## config.mk

```make
export PLATFORM = sky130hd
export DESIGN_NAME = mul_div_sequencer
export DESIGN_NICKNAME = d
export VERILOG_FILES = /design/src/rtl/mul_div_sequencer_pkg.sv /design/src/rtl/mul_div_sequencer_adder.sv /design/src/rtl/mul_div_sequencer.sv
export SDC_FILE = /design/constraint.sdc
export NUM_CORES = 1
export LEC_CHECK = 0
export CELL_PAD_IN_SITES_DETAIL_PLACEMENT = 0
export CELL_PAD_IN_SITES_GLOBAL_PLACEMENT = 1
export CORE_ASPECT_RATIO = 0.8
export CORE_UTILIZATION = 40
export DETAILED_ROUTE_END_ITERATION = 10
export MAX_ROUTING_LAYER = met4
export PLACE_DENSITY = 0.79
export SYNTH_ARGS = -nofsm -noshare
export SYNTH_HDL_FRONTEND = slang
export SYNTH_SLANG_ARGS = --single-unit
```

## constraint.sdc

```tcl
create_clock -name clk -period 4.79 [get_ports clk]
set_input_delay 0.958 -clock clk [delete_from_list [all_inputs] [get_ports clk]]
set_output_delay 0.958 -clock clk [all_outputs]
set_load 0.02 [all_outputs]
```

## src/rtl/mul_div_sequencer_pkg.sv

```systemverilog
// Shared constants for the iterative multiply/divide sequencer.
package mul_div_sequencer_pkg;

  localparam int WORD_LENGTH = 32;

  localparam logic OP_MUL = 1'b0;
  localparam logic OP_DIV = 1'b1;

  typedef enum logic [1:0] {
    SEQ_IDLE = 2'd0,
    SEQ_RUN  = 2'd1,
    SEQ_DONE = 2'd2
  } seq_state_t;

endpackage

```

## src/rtl/mul_div_sequencer_adder.sv

```systemverilog
// Generic ripple adder with carry in/out; bit 0 is the MSB.
module AdderUnit #(
  parameter int WIDTH = 32
) (
  input  logic [0:WIDTH-1] a,
  input  logic [0:WIDTH-1] b,
  input  logic             inC,
  output logic [0:WIDTH-1] s,
  output logic             outC
);

  // Single combinational add producing carry-out as the extra top bit.
  always_comb begin
    {outC, s} = {1'b0, a} + {1'b0, b} + {{WIDTH{1'b0}}, inC};
  end

endmodule

```

## src/rtl/mul_div_sequencer.sv

```systemverilog
// Iterative unsigned multiply / restoring divide, one adder use per cycle.
module mul_div_sequencer
  import mul_div_sequencer_pkg::*;
#(
  parameter int WIDTH = WORD_LENGTH
) (
  input  logic             clk,
  input  logic             rst,
  input  logic             inValid,
  output logic             inReady,
  input  logic             op,
  input  logic [0:WIDTH-1] a,
  input  logic [0:WIDTH-1] b,
  output logic             outValid,
  input  logic             outReady,
  output logic [0:WIDTH-1] resHi,
  output logic [0:WIDTH-1] resLo,
  output logic             divZero
);

  localparam int CNT_W = $clog2(WIDTH);
  localparam logic [CNT_W-1:0] LAST = CNT_W'(WIDTH - 1);

  seq_state_t       state;
  seq_state_t       state_next;
  logic [CNT_W-1:0] count;
  logic             op_r;
  logic [0:WIDTH-1] hi;
  logic [0:WIDTH-1] lo;
  logic [0:WIDTH-1] oper;      // multiplicand for MUL, divisor for DIV
  logic             div_zero;

  logic [0:WIDTH-1] add_a;
  logic [0:WIDTH-1] add_b;
  logic             add_cin;
  logic [0:WIDTH-1] sum_s;
  logic             sum_c;
  logic [0:WIDTH-1] shifted;
  logic             div_top;
  logic             b_is_zero;

  assign shifted   = {hi[1:WIDTH-1], lo[0]};
  assign div_top   = hi[0];
  assign b_is_zero = (b == '0);

  // Adder operand select: only registered values feed the shared adder.
  always_comb begin
    add_a   = hi;
    add_b   = oper;
    add_cin = 1'b0;
    if (op_r == OP_DIV) begin
      add_a   = shifted;
      add_b   = ~oper;
      add_cin = 1'b1;
    end
  end

  AdderUnit #(.WIDTH(WIDTH)) u_adder (
    .a    (add_a),
    .b    (add_b),
    .inC  (add_cin),
    .s    (sum_s),
    .outC (sum_c)
  );

  // Next-state logic; divide by zero skips the iteration phase.
  always_comb begin
    state_next = state;
    case (state)
      SEQ_IDLE: if (inValid) state_next = (op == OP_DIV && b_is_zero) ? SEQ_DONE : SEQ_RUN;
      SEQ_RUN:  if (count == LAST) state_next = SEQ_DONE;
      SEQ_DONE: if (outReady) state_next = SEQ_IDLE;
      default:  state_next = SEQ_IDLE;
    endcase
  end

  // State register, operand capture and one shift/add or shift/subtract step per RUN cycle.
  always_ff @(posedge clk) begin
    if (!rst) begin
      state    <= SEQ_IDLE;
      count    <= '0;
      op_r     <= OP_MUL;
      hi       <= '0;
      lo       <= '0;
      oper     <= '0;
      div_zero <= 1'b0;
    end else begin
      state <= state_next;
      case (state)
        SEQ_IDLE: begin
          if (inValid) begin
            op_r     <= op;
            count    <= '0;
            hi       <= '0;
            div_zero <= 1'b0;
            if (op == OP_MUL) begin
              lo   <= b;
              oper <= a;
            end else begin
              lo   <= a;
              oper <= b;
              if (b_is_zero) begin
                hi       <= a;
                lo       <= '1;
                div_zero <= 1'b1;
              end
            end
          end
        end
        SEQ_RUN: begin
          if (op_r == OP_MUL) begin
            if (lo[WIDTH-1]) {hi, lo} <= {sum_c, sum_s, lo[0:WIDTH-2]};
            else             {hi, lo} <= {1'b0, hi, lo[0:WIDTH-2]};
          end else begin
            if (div_top || sum_c) begin
              hi <= sum_s;
              lo <= {lo[1:WIDTH-1], 1'b1};
            end else begin
              hi <= shifted;
              lo <= {lo[1:WIDTH-1], 1'b0};
            end
          end
          if (count != LAST) count <= count + 1'b1;
        end
        default: ;
      endcase
    end
  end

  assign inReady  = (state == SEQ_IDLE);
  assign outValid = (state == SEQ_DONE);
  assign resHi    = hi;
  assign resLo    = lo;
  assign divZero  = div_zero;

endmodule

```

==> impl_metrics.json, run 1 <==
{
  "status": "finished, final reports clean",
  "cp_cell_sequence": "mux2_2, ha_1, a21oi_2, o21ai_1, and2b_1, a22oi_1, a21o_4, mux2i_1, a2111oi_0, a211o_1",
  "cts_made_buffers": 9,
  "io_buffers": 135,
  "wl_per_cell_um": 20.3,
  "drv_slew": 0,
  "synth_top_area_share": 0.234,
  "finalSetupViolations": 0,
  "hp-class": "reg -> reg",
  "busiest_layer": "met2",
  "yosysSeqAreaShare": 0.234,
  "crit_required_ns": 5.09,
  "cts-resized-gates": 0,
  "die_area_um2": 23100,
  "use_met3": 0.0274,
  "syn_inst": 1098,
  "cts_max_path_buffers": 2,
  "critical_path_class": "reg -> reg",
  "grt_pass1_vias": 8268,
  "fillerInstances": 2188,
  "drtAntennaViolNets": 0,
  "fin_nets": 1269,
  "num_rows": 48,
  "grtUsageMet2": 0.412,
  "cts.clk_slew.worst_paths_ns": 0.07,
  "worst-path-max-fanout": 71,
  "min_path_cells": 2,
  "async_reset_ff_frac": 0,
  "hold_end": "divZero",
  "area_growth_pct": 19.4,
  "synth.area.top_cells": "dfxtp_1 23%, mux2i_1 12%, a21oi_1 6.2%, ha_1 4.6%, xor2_1 4.4%",
  "initial_core_util": 0.412,
  "dr.pass1.iters": 5,
  "routed_wirelength_um": 29900,
  "fin_crit_sh": 0.848,
  "drv_cap": 0,
  "r2r_end": "resHi[28]",
  "yosysMostFrequentCell": "a21oi_1",
  "cp_slowest_cell": "dfxtp_4",
  "critical-path-max-stage-delay_ns": 0.93,
  "max_freq_mhz": 246,
  "clkLatencyLatePin_ns": 0.35,
  "dr_total_vias": 8948,
  "synth_area_per_cell_um2": 8.19,
  "antenna_cells": 0,
  "holdCritStartpoint": "divZero",
  "clockRootBuffer": "clkbuf_16",
  "cts.sinks": 105,
  "fp.dieH_um": 136,
  "hold_violations": 0,
  "core_um2": 21800,
  "grt_overflow": 0,
  "grt_pass1_wl_um": 46400,
  "cts_hold_buffers": 0,
  "cellPowerDensity_nw_per_um2": 314,
  "switching_share": 0.416,
  "start_kind": "flop",
  "post-dp-hpwl_um": 22100,
  "track_usage": 0.264,
  "peakVddDrop_uv": 159,
  "grt_use_met1": 0.363,
  "synth_area_um2": 8990,
  "netSwitchingPower_w": 0.00140,
  "p_comb_frac": 0.453,
  "yosys_register_bits": 105,
  "power.leakage_nw": 4.42,
  "synth_edf_count": 0,
  "synth_flop_cell": "dfxtp_1",
  "worst_pin_slew_ns": 1.05,
  "gp_congestion": 0.936,
  "setup_tns_ns": 0,
  "yosysWarnings": 0,
  "skew_ns": 0.0106,
  "die_x_um": 170,
  "cts_setup_buffers": 0,
  "power.internal_w": 0.00197,
  "place_inst": 1455,
  "antenna_found_initial": 0,
  "drt_iter0_drc": 693,
  "yosys.area.top_type": "dfxtp_1",
  "relSlewSlack": 0.298,
  "ys_types": 87,
  "final_cells": 1470,
  "syn-num-nets": 1201,
  "tritoncts": "yes",
  "avgViaCountPerCell": 6.09,
  "r2r_cells": 10,
  "seqPwrFrac": 0.337,
  "rrSetupSlack_ns": 0.73,
  "htreeDepth": 3,
  "crit_path_end_kind": "flop",
  "layout-drive-gt1-share": 0.0872,
  "synthTopCellsByCount": "112 x a21oi_1, 109 x mux2i_1, 105 x dfxtp_1, 100 x nand2_1, 59 x clkbuf_1",
  "grt_setup_unrepaired": "false",
  "power_frac_clock": 0.211,
  "r2r-start": "op_r",
  "period_needed_ns": 4.06,
  "critPathArrivalTime_ns": 4.37,
  "drc": 0,
  "io_pins": 136,
  "grt_max_degree": 84
}
## final cells by class
type	count	area (µm²)	area share
clock inverters	6	43.8	0.00408
repair buffers	152	1510	0.141
flip-flops and latches	105	2110	0.196
well taps	300	375	0.0350
inverters	8	30.0	0.00280
clock buffers	9	225	0.0210
multi-input cells	890	6450	0.601
## metrics by stage
step                      hold WS, ns  power [W]  utilization  cell area [µm²]  worst slack (ns)
final                           0.506    0.00337        0.492            10700             0.726
after global routing            0.526    0.00354        0.492            10700             0.466
after CTS                       0.508    0.00336        0.492            10700             0.769
after detailed placement        0.497    0.00265        0.480            10500             0.793
after global placement          0.471    0.00265        0.480            10500             0.856
after floorplan                 0.472    0.00217            -             8990             0.850
## critical path, delay by kind of cell, from the launching register on
kind / cells / cell delay [ns]
AO/OA/AOI/OAI: 6 / 1.80
adder cells (fa/ha/maj): 1 / 0.46
multiplexers: 2 / 0.54
flip-flops: 1 / 0.93
AND/OR/NAND/NOR: 1 / 0.25
## metal layers
metal  wire, µm  part of all wire
met5          0                 0
met4        600             0.020
met3       1260             0.042
met2      13700              0.46
met1      14400              0.48
## state kept, by name, summed over array words and instances, names as in the netlist
| name | flops |
|---|---|
| resLo | 32 |
| divZero | 1 |
| oper | 32 |
| count | 5 |
| resHi | 32 |
| op_r | 1 |
| state | 2 |
## cells in the final DEF, fill, tap and decap left out, drive strengths merged, types with 10 or more instances in the layout
cell type	count
a21o	10
o211a	32
clkdlybuf4s50	133
nand4	10
xor2	45
o211ai	10
ha	33
nand3	14
a221oi	32
nor2b	42
o21ai	53
xnor2	15
nor4	11
mux2	33
mux2i	109
buf	19
nor3	24
a211oi	25
a31oi	12
nor2	55
a21oi	114
inv	10
dfxtp	105
nand2	102
## power groups by stage
| stage | Clock [W] | Sequential (W) | Combinational, W |
|---|---|---|---|
| after floorplan | 0 | 0.00114 | 0.00102 |
| after global placement | 0 | 0.00115 | 0.00149 |
| after detailed placement | 0 | 0.00115 | 0.00150 |
| after CTS | 0.000719 | 0.00113 | 0.00151 |
| after global routing | 0.000748 | 0.00115 | 0.00164 |
| final | 0.000710 | 0.00113 | 0.00152 |
## how the worst max path moves through the flow
stage	from	endpoint	slack [ns]	depth (start not counted)
2_1_floorplan	op_r	resHi[25]	0.85	16
3_3_place_gp	op_r	resHi[21]	0.86	10
3_5_place_dp	op_r	resHi[17]	0.79	11
4_1_cts	op_r	resHi[17]	0.77	11
5_1_grt	op_r	resHi[19]	0.47	11
6_report	op_r	resHi[28]	0.73	10
## cell families (layout without fill, tap and decap cells)
logic type | after synthesis | count (layout) | share of synthesized area
mux | 142 | 142 | 0.163
flops | 105 | 105 | 0.234
buf+inv | 103 | 175 | 0.0518
compound gates | 359 | 359 | 0.280
fa+ha+maj | 34 | 34 | 0.0482
xor+xnor | 60 | 60 | 0.0585
simple gates | 295 | 295 | 0.165
No activity file was read; power rests on OpenSTA's default activity.
==> run 2: changes to the inputs <==
==> constraint.sdc (replaced) <==
create_clock -name clk -period 3.8 [get_ports clk]
set_input_delay 0.76 -clock clk [delete_from_list [all_inputs] [get_ports clk]]
set_output_delay 0.76 -clock clk [all_outputs]
set_load 0.02 [all_outputs]
==> run 2 against run 1 <==
Maximum frequency is 11% higher; total power up 28%; via count fell by 0.95%; hold slack worse by 0.018 ns; design area is 1.1% higher; combinational power is 32% higher; final cell count up 1.2%; setup slack worse by 0.59 ns; clock power increased by 27%.
==> impl_metrics.json, run 2 (synthesis results as in run 1) <==
{
  "num_rows": 48,
  "antenna_cells": 0,
  "cts.sinks": 105,
  "drc": 0,
  "finalSetupViolations": 0,
  "place_area_um2": 10600,
  "crit_path_end_kind": "flop",
  "r2r-start": "op_r",
  "grt_pass1_wl_um": 47500,
  "dr_total_vias": 8863,
  "hold_end": "divZero",
  "gp_congestion": 0.907,
  "grt_max_degree": 68,
  "core_um2": 21800,
  "post-route-util": 0.498,
  "io_buffers": 135,
  "skew_ns": 0.0140,
  "cts_made_buffers": 9,
  "fin_crit_sh": 0.964,
  "htreeDepth": 3,
  "io_pins": 136,
  "crit_required_ns": 4.10,
  "dr.pass1.iters": 7,
  "min_path_cells": 2,
  "cts_hold_buffers": 0,
  "holdCritStartpoint": "divZero",
  "clkLatencyLatePin_ns": 0.35,
  "cellPowerDensity_nw_per_um2": 396,
  "place_inst": 1470,
  "grt_pass1_vias": 8285,
  "r2r_end": "resHi[30]",
  "initial_core_util": 0.412,
  "drtAntennaViolNets": 0,
  "clockRootBuffer": "clkbuf_16",
  "status": "finished, final reports clean",
  "die_area_um2": 23100,
  "critical_path_class": "reg -> reg",
  "area_growth_pct": 20.8,
  "layout-drive-gt1-share": 0.0994,
  "avgViaCountPerCell": 5.96,
  "final_cells": 1487,
  "worst_pin_slew_ns": 1.06,
  "critPathArrivalTime_ns": 3.96,
  "hold_violations": 0,
  "grt_overflow": 0,
  "fin_nets": 1285,
  "peakVddDrop_uv": 279,
  "worst-path-max-fanout": 21,
  "track_usage": 0.271,
  "start_kind": "flop",
  "r2r_cells": 11,
  "mostFrequentLayoutCells": "133 x clkdlybuf4s50_1, 110 x a21oi_1, 109 x mux2i_1, 104 x dfxtp_1, 100 x nand2_1",
  "routed_wirelength_um": 30600,
  "drt_iter0_drc": 741,
  "cts_max_path_buffers": 2,
  "drv_slew": 0,
  "drv_cap": 0,
  "tritoncts": "yes",
  "relSlewSlack": 0.293,
  "wl_per_cell_um": 20.6,
  "hp-class": "reg -> reg",
  "grt_setup_unrepaired": "false",
  "final_common_cell": "clkdlybuf4s50_1",
  "period_needed_ns": 3.66,
  "cts.clk_slew.worst_paths_ns": 0.08,
  "post-dp-hpwl_um": 22800,
  "max_freq_mhz": 273,
  "rrSetupSlack_ns": 0.14,
  "fin_area_um2": 10900,
  "setup_tns_ns": 0,
  "die_x_um": 170,
  "antenna_found_initial": 0,
  "fp.dieH_um": 136,
  "power.leakage_nw": 4.50
}
run 2: cell types whose count changed in the layout (fill, tap and decap cells not counted), sizes merged:
cell,previous run,this run
clkinv,2,1
inv,10,11
clkbuf,9,11
clkinvlp,2,1
buf,19,35
run 2: how the worst max path moves through the flow:
stage,cells past startpoint,start,to
floorplan,16,op_r,resHi[25]
global placement,11,op_r,resHi[7]
detailed placement,11,op_r,resHi[30]
CTS,11,op_r,resHi[30]
global route,11,op_r,resHi[30]
finish,11,op_r,resHi[30]
run 2: worst max-delay path, cell delays in order (launching register included):
cell and delay [ns]:
dfxtp_4 0.55, buf_4 0.22, mux2_2 0.34, ha_1 0.42, a21oi_1 0.20, o21ai_0 0.18, a22oi_2 0.30, nand4_2 0.20
a21o_4 0.36, mux2i_1 0.17, a2111oi_0 0.49, a211o_1 0.16
run 2: timing repair:
item	CTS	global route
resized for setup	0	1
setup buffers	0	1
setup endpoints to repair	0	13
run 2: layout make-up:
| cell class | instances | area (µm²) |
|---|---|---|
| multi-input combinational | 890 | 6450 |
| fill | 2158 | 10900 |
| sequential | 105 | 2110 |
| clock inverter | 5 | 36.3 |
| timing repair buffer | 168 | 1620 |
| inverter | 8 | 30.0 |
| clock buffer | 11 | 233 |
| tap | 300 | 375 |
run 2: per-layer routing:
metal / share of wire / track usage / up-vias
met5: 0 / - / -
met1: 0.47 / 0.366 / 4303
met2: 0.47 / 0.445 / 270
li1: - / - / 4276
met4: 0.0089 / 0.0365 / 0
met3: 0.051 / 0.0282 / 14
run 2: power breakdown:
part / total, W / leakage (nW) / internal [W] / switching (W)
registers: 0.00140 / 0.866 / 0.00123 / 0.000169
clock network: 0.000900 / 0.131 / 0.000451 / 0.000449
logic: 0.00200 / 3.50 / 0.000833 / 0.00117
total: 0.00430 / 4.50 / 0.00251 / 0.00179
run 2: through the flow:
step / hold WS (ns) / total power (W) / worst slack [ns]
6_report: 0.488 / 0.00430 / 0.136
3_5_place_dp: 0.484 / 0.00339 / 0.166
5_1_grt: 0.520 / 0.00454 / 0.00374
4_1_cts: 0.495 / 0.00429 / 0.0417
2_1_floorplan: 0.472 / 0.00273 / 0.0377
3_3_place_gp: 0.454 / 0.00338 / 0.243
